==> src/rtl/core_pipe_fetch_align_pkg.sv <==
// Shared constants and helpers for the fetch aligner: instruction/halfword
// widths, halfword-count encoding and the RVC length test.
package core_pipe_fetch_align_pkg;

  localparam int unsigned ILEN    = 32;
  localparam int unsigned HW      = 16;
  localparam int unsigned FETCH_W = 32;

  typedef enum logic [1:0] {
    HW_NONE = 2'd0,
    HW_ONE  = 2'd1,
    HW_TWO  = 2'd2
  } hw_cnt_e;

  // Low two bits 2'b11 mark a 32-bit instruction; anything else is RVC.
  function automatic logic is_len32(input logic [HW-1:0] hw);
    return hw[1:0] == 2'b11;
  endfunction

endpackage

==> src/rtl/core_pipe_fetch_align_buf.sv <==
// Halfword shift buffer: slot 0 is oldest. Supports pop of 0..2 and push of
// 0..2 halfwords in the same cycle, plus a clear that overrides both.
module core_pipe_fetch_align_buf
  import core_pipe_fetch_align_pkg::*;
#(
  parameter int unsigned BUF_HW = 4,
  parameter int unsigned CW     = $clog2(BUF_HW + 1)
) (
  input  logic          clk_i,
  input  logic          rst_ni,
  input  logic          clr_i,
  input  logic [1:0]    pop_i,
  input  logic [1:0]    push_i,
  input  logic [31:0]   push_hw_i,
  input  logic          push_err_i,
  output logic [15:0]   slot0_o,
  output logic [15:0]   slot1_o,
  output logic          err0_o,
  output logic          err1_o,
  output logic [CW-1:0] count_o
);

  localparam int unsigned IW = $clog2(BUF_HW);

  logic [HW-1:0]     hw_q [BUF_HW];
  logic [HW-1:0]     hw_d [BUF_HW];
  logic [BUF_HW-1:0] err_q, err_d;
  logic [CW-1:0]     count_q, count_d;
  int unsigned       base;
  int unsigned       src;

  // Shift by the pop amount first, then append behind the surviving entries.
  always_comb begin
    base    = 32'(count_q) - 32'(pop_i);
    count_d = CW'(base + 32'(push_i));
    src     = 0;
    err_d   = '0;
    for (int unsigned i = 0; i < BUF_HW; i++) begin
      src = i + 32'(pop_i);
      if (src < BUF_HW) begin
        hw_d[IW'(i)]  = hw_q[src[IW-1:0]];
        err_d[IW'(i)] = err_q[src[IW-1:0]];
      end else begin
        hw_d[IW'(i)]  = '0;
        err_d[IW'(i)] = 1'b0;
      end
      if (push_i != 2'd0 && i == base) begin
        hw_d[IW'(i)]  = push_hw_i[15:0];
        err_d[IW'(i)] = push_err_i;
      end
      if (push_i == 2'd2 && i == base + 1) begin
        hw_d[IW'(i)]  = push_hw_i[31:16];
        err_d[IW'(i)] = push_err_i;
      end
    end
    if (clr_i) begin
      for (int unsigned i = 0; i < BUF_HW; i++) begin
        hw_d[IW'(i)] = '0;
      end
      err_d   = '0;
      count_d = '0;
    end
  end

  always_ff @(posedge clk_i) begin
    if (!rst_ni) begin
      for (int unsigned i = 0; i < BUF_HW; i++) begin
        hw_q[IW'(i)] <= '0;
      end
      err_q   <= '0;
      count_q <= '0;
    end else begin
      hw_q    <= hw_d;
      err_q   <= err_d;
      count_q <= count_d;
    end
  end

  assign slot0_o = hw_q[0];
  assign slot1_o = hw_q[1];
  assign err0_o  = err_q[0];
  assign err1_o  = err_q[1];
  assign count_o = count_q;

endmodule

==> src/rtl/core_pipe_fetch_align.sv <==
// Fetch aligner: re-slices 32-bit fetch words into whole RVC / 32-bit
// instructions for decode. Holds pc, halfword-drop state and handshakes.
module core_pipe_fetch_align
  import core_pipe_fetch_align_pkg::*;
#(
  parameter int unsigned XLEN   = 64,
  parameter int unsigned BUF_HW = 4   // 4..8, even
) (
  input  logic            g_clk,
  input  logic            g_resetn,
  input  logic            flush,
  input  logic [XLEN-1:0] flush_pc,
  input  logic            f_valid,
  output logic            f_ready,
  input  logic [31:0]     f_data,
  input  logic            f_error,
  output logic            d_valid,
  input  logic            d_ready,
  output logic [31:0]     d_instr,
  output logic            d_size,
  output logic [XLEN-1:0] d_pc,
  output logic            d_error
);

  localparam int unsigned CW = $clog2(BUF_HW + 1);

  logic [CW-1:0]      count;
  logic [HW-1:0]      slot0, slot1;
  logic               err0, err1;
  logic [XLEN-1:0]    pc_q, pc_d;
  logic               drop_q, drop_d;
  hw_cnt_e            pop_n, push_n;
  logic               len32, inst_ok, consume, fill;
  logic [FETCH_W-1:0] push_data;

  always_comb begin
    len32   = is_len32(slot0);
    inst_ok = (count != '0) && (err0 || !len32 || count >= CW'(2));
    d_valid = inst_ok && !flush;
    // An errored head is always emitted alone as a zeroed 16-bit instruction.
    d_size  = len32 && !err0;
    d_error = err0 || (d_size && err1);
    if (err0) begin
      d_instr = '0;
    end else if (len32) begin
      d_instr = {slot1, slot0};
    end else begin
      d_instr = {HW'(0), slot0};
    end
    d_pc    = pc_q;

    consume = d_valid && d_ready;
    pop_n   = HW_NONE;
    if (consume) begin
      pop_n = d_size ? HW_TWO : HW_ONE;
    end

    f_ready   = !flush && ((32'(count) - 32'(pop_n)) <= (BUF_HW - 2));
    fill      = f_valid && f_ready;
    push_n    = HW_NONE;
    if (fill) begin
      push_n = drop_q ? HW_ONE : HW_TWO;
    end
    push_data = drop_q ? {HW'(0), f_data[31:16]} : f_data;

    pc_d   = pc_q;
    drop_d = drop_q;
    if (flush) begin
      pc_d   = {flush_pc[XLEN-1:1], 1'b0};
      drop_d = flush_pc[1];
    end else begin
      if (consume) begin
        pc_d = pc_q + (d_size ? XLEN'(4) : XLEN'(2));
      end
      if (fill && drop_q) begin
        drop_d = 1'b0;
      end
    end
  end

  always_ff @(posedge g_clk) begin
    if (!g_resetn) begin
      pc_q   <= '0;
      drop_q <= 1'b0;
    end else begin
      pc_q   <= pc_d;
      drop_q <= drop_d;
    end
  end

  core_pipe_fetch_align_buf #(
    .BUF_HW (BUF_HW)
  ) u_buf (
    .clk_i      (g_clk),
    .rst_ni     (g_resetn),
    .clr_i      (flush),
    .pop_i      (pop_n),
    .push_i     (push_n),
    .push_hw_i  (push_data),
    .push_err_i (f_error),
    .slot0_o    (slot0),
    .slot1_o    (slot1),
    .err0_o     (err0),
    .err1_o     (err1),
    .count_o    (count)
  );

endmodule

==> config.mk <==
export PLATFORM = sky130hd
export DESIGN_NAME = core_pipe_fetch_align
export DESIGN_NICKNAME = d
export VERILOG_FILES = /design/src/rtl/core_pipe_fetch_align_pkg.sv /design/src/rtl/core_pipe_fetch_align_buf.sv /design/src/rtl/core_pipe_fetch_align.sv
export SDC_FILE = /design/constraint.sdc
export NUM_CORES = 1
export LEC_CHECK = 0
export ABC_AREA = 1
export CORE_MARGIN = 4
export CORE_UTILIZATION = 30
export DETAILED_ROUTE_END_ITERATION = 6
export GPL_ROUTABILITY_DRIVEN = 0
export HOLD_SLACK_MARGIN = 0.02
export PLACE_DENSITY = 0.54
export REMOVE_ABC_BUFFERS = 1
export SLEW_MARGIN = 20
export SYNTH_ARGS = -nofsm -noshare
export SYNTH_HDL_FRONTEND = slang
export SYNTH_SLANG_ARGS = --single-unit
==> constraint.sdc <==
create_clock -name g_clk -period 4.4 [get_ports g_clk]
set_input_delay 0.66 -clock g_clk [delete_from_list [all_inputs] [get_ports g_clk]]
set_output_delay 0.66 -clock g_clk [all_outputs]
set_load 0.05 [all_outputs]
==> reports/results.ini <==
[run_status]
status = completed

[grt]
use_met1 = 0.2705
use_met2 = 0.3603
antenna_found_initial = 0
overflow = 0
grt_max_degree = 83
grt.busiest_layer = met2
grt_pass1_vias = 10840
met3_usage = 0.03369
grt_pass1_wl_um = 59970
grt_use_total = 0.2118

[setup_path]
critPathArrivalTime_ns = 4.06
r2r_cells = 22
critPathBufInv = 5
cpLargestDelayFamily = simple AND/OR/NAND/NOR gates
endpoint_kind = flop
rr_endpoint = u_buf.slot1_o[4]$_SDFF_PP0_
cp_slowest_stage_delay_ns = 0.53
worstSetupPathType = input port to flop
critPathSlowestCell = clkdlybuf4s50_1
critPathMaxFanout = 11
worstPathRequired_ns = 4.77
rrSetupSlack_ns = 0.73
crit_chain = clkdlybuf4s50_1 > nand3_2 > nor2_2 > ha_1 > inv_1 > fa_1 > nand2_1 > inv_1 > nand3_1 > ha_1 > nand2_1 > inv_1 > nand3_1 > nor2_1 > nand3_1 > nor2_4 > buf_4 > a21oi_1 > a21oi_1
start_kind = input port
r2r-start = u_buf.err_q[0]$_SDFF_PP0_

[worst_hold_path]
min_to = u_buf.err_q[0]$_SDFF_PP0_
hp-start = u_buf.err_q[2]$_SDFF_PP0_
hold_depth = 2
min_path_type = flop to flop

[clocking]
cts_made_buffers = 17
cts_num_sinks = 135
cts_tree = yes
cts_setup_buffers = 0
clockBufferDepth = 2
cts_resized = 0
clk-insertion-delay-late_ns = 0.44
cts_root_buf = clkbuf_16
clk_pin_slew_ns = 0.06
h-tree-depth = 4
cts_hold_buf = 0

[job]
drv_cap = 0

[floorplan]
die_w_um = 188.0
fp.dieH_um = 188.0
rows = 65
core_region_area_um2 = 31720
boundaryPins = 202
initial_core_util = 0.3064
die_area_um2 = 35330

[logic_synthesis]
synth-seq-cells = 135
synth-compound-area-share = 0.1329
synth-xor-area-share = 0.03515
synth.area.mux_share = 0.01648
synth_warnings = 0
syn_area_per_cell_um2 = 5.943
synthSimpleGateAreaFrac = 0.4160
netlist_area_um2 = 9717
synth_adder_area_share = 0.01906
synthCells = 1635
synth_cell_types = 43
yosysSeqAreaShare = 0.2781
synth_top_family_by_area = simple AND/OR/NAND/NOR gates

[power_and_ir_drop]
peakVddDrop_v = 0.0002665
powerDensity_nw_per_um2 = 277.5
power.static_leakage_nw = 4.756

[route]
num_vias = 11180
wl_per_cell_um = 17.44
drt_iter0_markers = 741
post-route-drc-count = 0
first_pass_iters = 5
via_per_inst = 5.047
postRouteAntennaNets = 0
routed_wl_um = 38650

[sta]
layout_setup_ws_ns = 0.7079
min_period_over_period = 0.8391
hold_viol_final = 0
max_freq_ghz = 0.2709
slew_violations = 0
rsz0062_at_grt = no
worst_slew_pin_slew_ns = 1.075
timing.hold.ws_ns = 0.5235
fin_crit_ns = 3.692
setup_viol_count_final = 0
slew_headroom = 0.2836
finClkSkew_ns = 0.01539

[layout]
final_util = 0.3960
final_nets = 1916
area_delta_synth_final_pct = 29.27
fillers = 3446
layout-drive-gt1-share = 0.05678
design_area_um2 = 12560
n_antenna_cell = 0
finalNonFillerCells = 2216

[placement]
io_buffers = 199
place_area_um2 = 12030
post-place-ws_ns = 0.3165
dp_hpwl_um = 27510
dp_cells = 2184

## worst reg2reg max path: cells and delay by family (launching register included)
kind,cells,cell delay (ns)
AOI/OAI and AO/OA,2,0.20
adders and majority gates,2,0.56
and+or+nand+nor,13,1.62
buffers and inverters,5,0.89
DFF,1,0.35
## cells in the mapped netlist, drive strengths merged
cell type	instances	area share
nand2	470	0.18
nor2	264	0.11
nand3	170	0.091
inv	160	0.063
dfxtp	135	0.28
a21oi	117	0.061
o21ai	98	0.050
buf	39	0.025
clkbuf	34	0.013
xor2	29	0.026
nand4	18	0.012
mux2i	16	0.016
a31oi	14	0.0090
nor3	11	0.0072
ha	10	0.013
xnor2	10	0.0090
and2	8	0.0052
o211ai	8	0.0062
o22ai	7	0.0045
or2	6	0.0039
clkinv	3	0.0013
fa	3	0.0062
nand3b	2	0.0015
a22oi	1	0.00077
a41oi	1	0.00090
conb	1	0.00039
## sequential cells by signal (all words and copies together) (netlist names)
register and flops:
d_pc 63, u_buf.hw_q 32, u_buf.slot0_o 16, u_buf.slot1_o 16, u_buf.err_q 4, u_buf.count_o 3
drop_q 1
## cell type report
| class | count | area (µm²) | area share |
|---|---|---|---|
| Timing Repair Buffer | 220 | 2155 | 0.1715 |
| Tap cell | 402 | 503.0 | 0.04004 |
| Clock inverter | 13 | 102.6 | 0.008168 |
| Sequential cell | 135 | 2703 | 0.2152 |
| Multi-Input combinational cell | 1264 | 6042 | 0.4810 |
| Inverter | 163 | 623.1 | 0.04961 |
| Clock buffer | 19 | 432.9 | 0.03447 |
## where the power goes
part	internal, W	switching (W)	leakage (nW)
sequential	0.00128	0.0000683	1.10
clock	0.000727	0.000631	0.254
combinational	0.000289	0.000492	3.40
total	0.00229	0.00119	4.76
## cell usage in the layout, fill, tap and decap left out, types with 18 or more instances in the layout
| master | Yosys | final |
|---|---|---|
| inv_1 | 151 | 150 |
| o21ai_1 | 25 | 25 |
| clkdlybuf4s50_1 | 0 | 197 |
| o21ai_0 | 73 | 73 |
| nand3_1 | 166 | 165 |
| a21oi_1 | 115 | 115 |
| nor2_1 | 252 | 249 |
| dfxtp_1 | 135 | 135 |
| nand4_1 | 18 | 18 |
| buf_4 | 9 | 21 |
| nand2_1 | 462 | 462 |
| xor2_1 | 29 | 29 |
## stage by stage
stage	total power, W	setup TNS [ns]
5_1_grt	0.003628	0
2_1_floorplan	0.001815	-162.56
3_3_place_gp	0.002147	0
6_report	0.003485	0
4_1_cts	0.003512	0
3_5_place_dp	0.002154	0
## routing by layer
layer  wire [µm]  up-vias
li1            -     5586
met1       16990     5072
met2       18130      449
met3        2376       77
met4        1149        0
met5           0        -
## logic make-up (layout without fill, tap and decap cells)
logic type                 count (synthesis)  count (layout)
buffers and inverters                    236             415
xor gates and xnor gates                  39              39
DFF                                      135             135
other                                      1               1
and+or+nand+nor                          949             949
muxes                                     16              16
AOI/OAI and AO/OA                        246             246
adders and majority gates                 13              13
## how the worst max path moves through the flow
| stage | startpoint | endpoint | slack [ns] | depth (start not counted) |
|---|---|---|---|---|
| floorplan | u_buf.err_q[0]$_SDFF_PP0_ | u_buf.hw_q[10]$_SDFF_PP0_ | -2.46 | 19 |
| global placement | d_ready | u_buf.slot1_o[5]$_SDFF_PP0_ | 0.37 | 19 |
| detailed placement | d_ready | u_buf.slot1_o[5]$_SDFF_PP0_ | 0.32 | 19 |
| CTS | u_buf.err_q[0]$_SDFF_PP0_ | u_buf.slot1_o[4]$_SDFF_PP0_ | 0.70 | 22 |
| global route | u_buf.err_q[0]$_SDFF_PP0_ | u_buf.slot1_o[3]$_SDFF_PP0_ | 0.41 | 22 |
| finish | d_ready | u_buf.slot1_o[4]$_SDFF_PP0_ | 0.71 | 19 |
(Power assumes the default switching activity.)
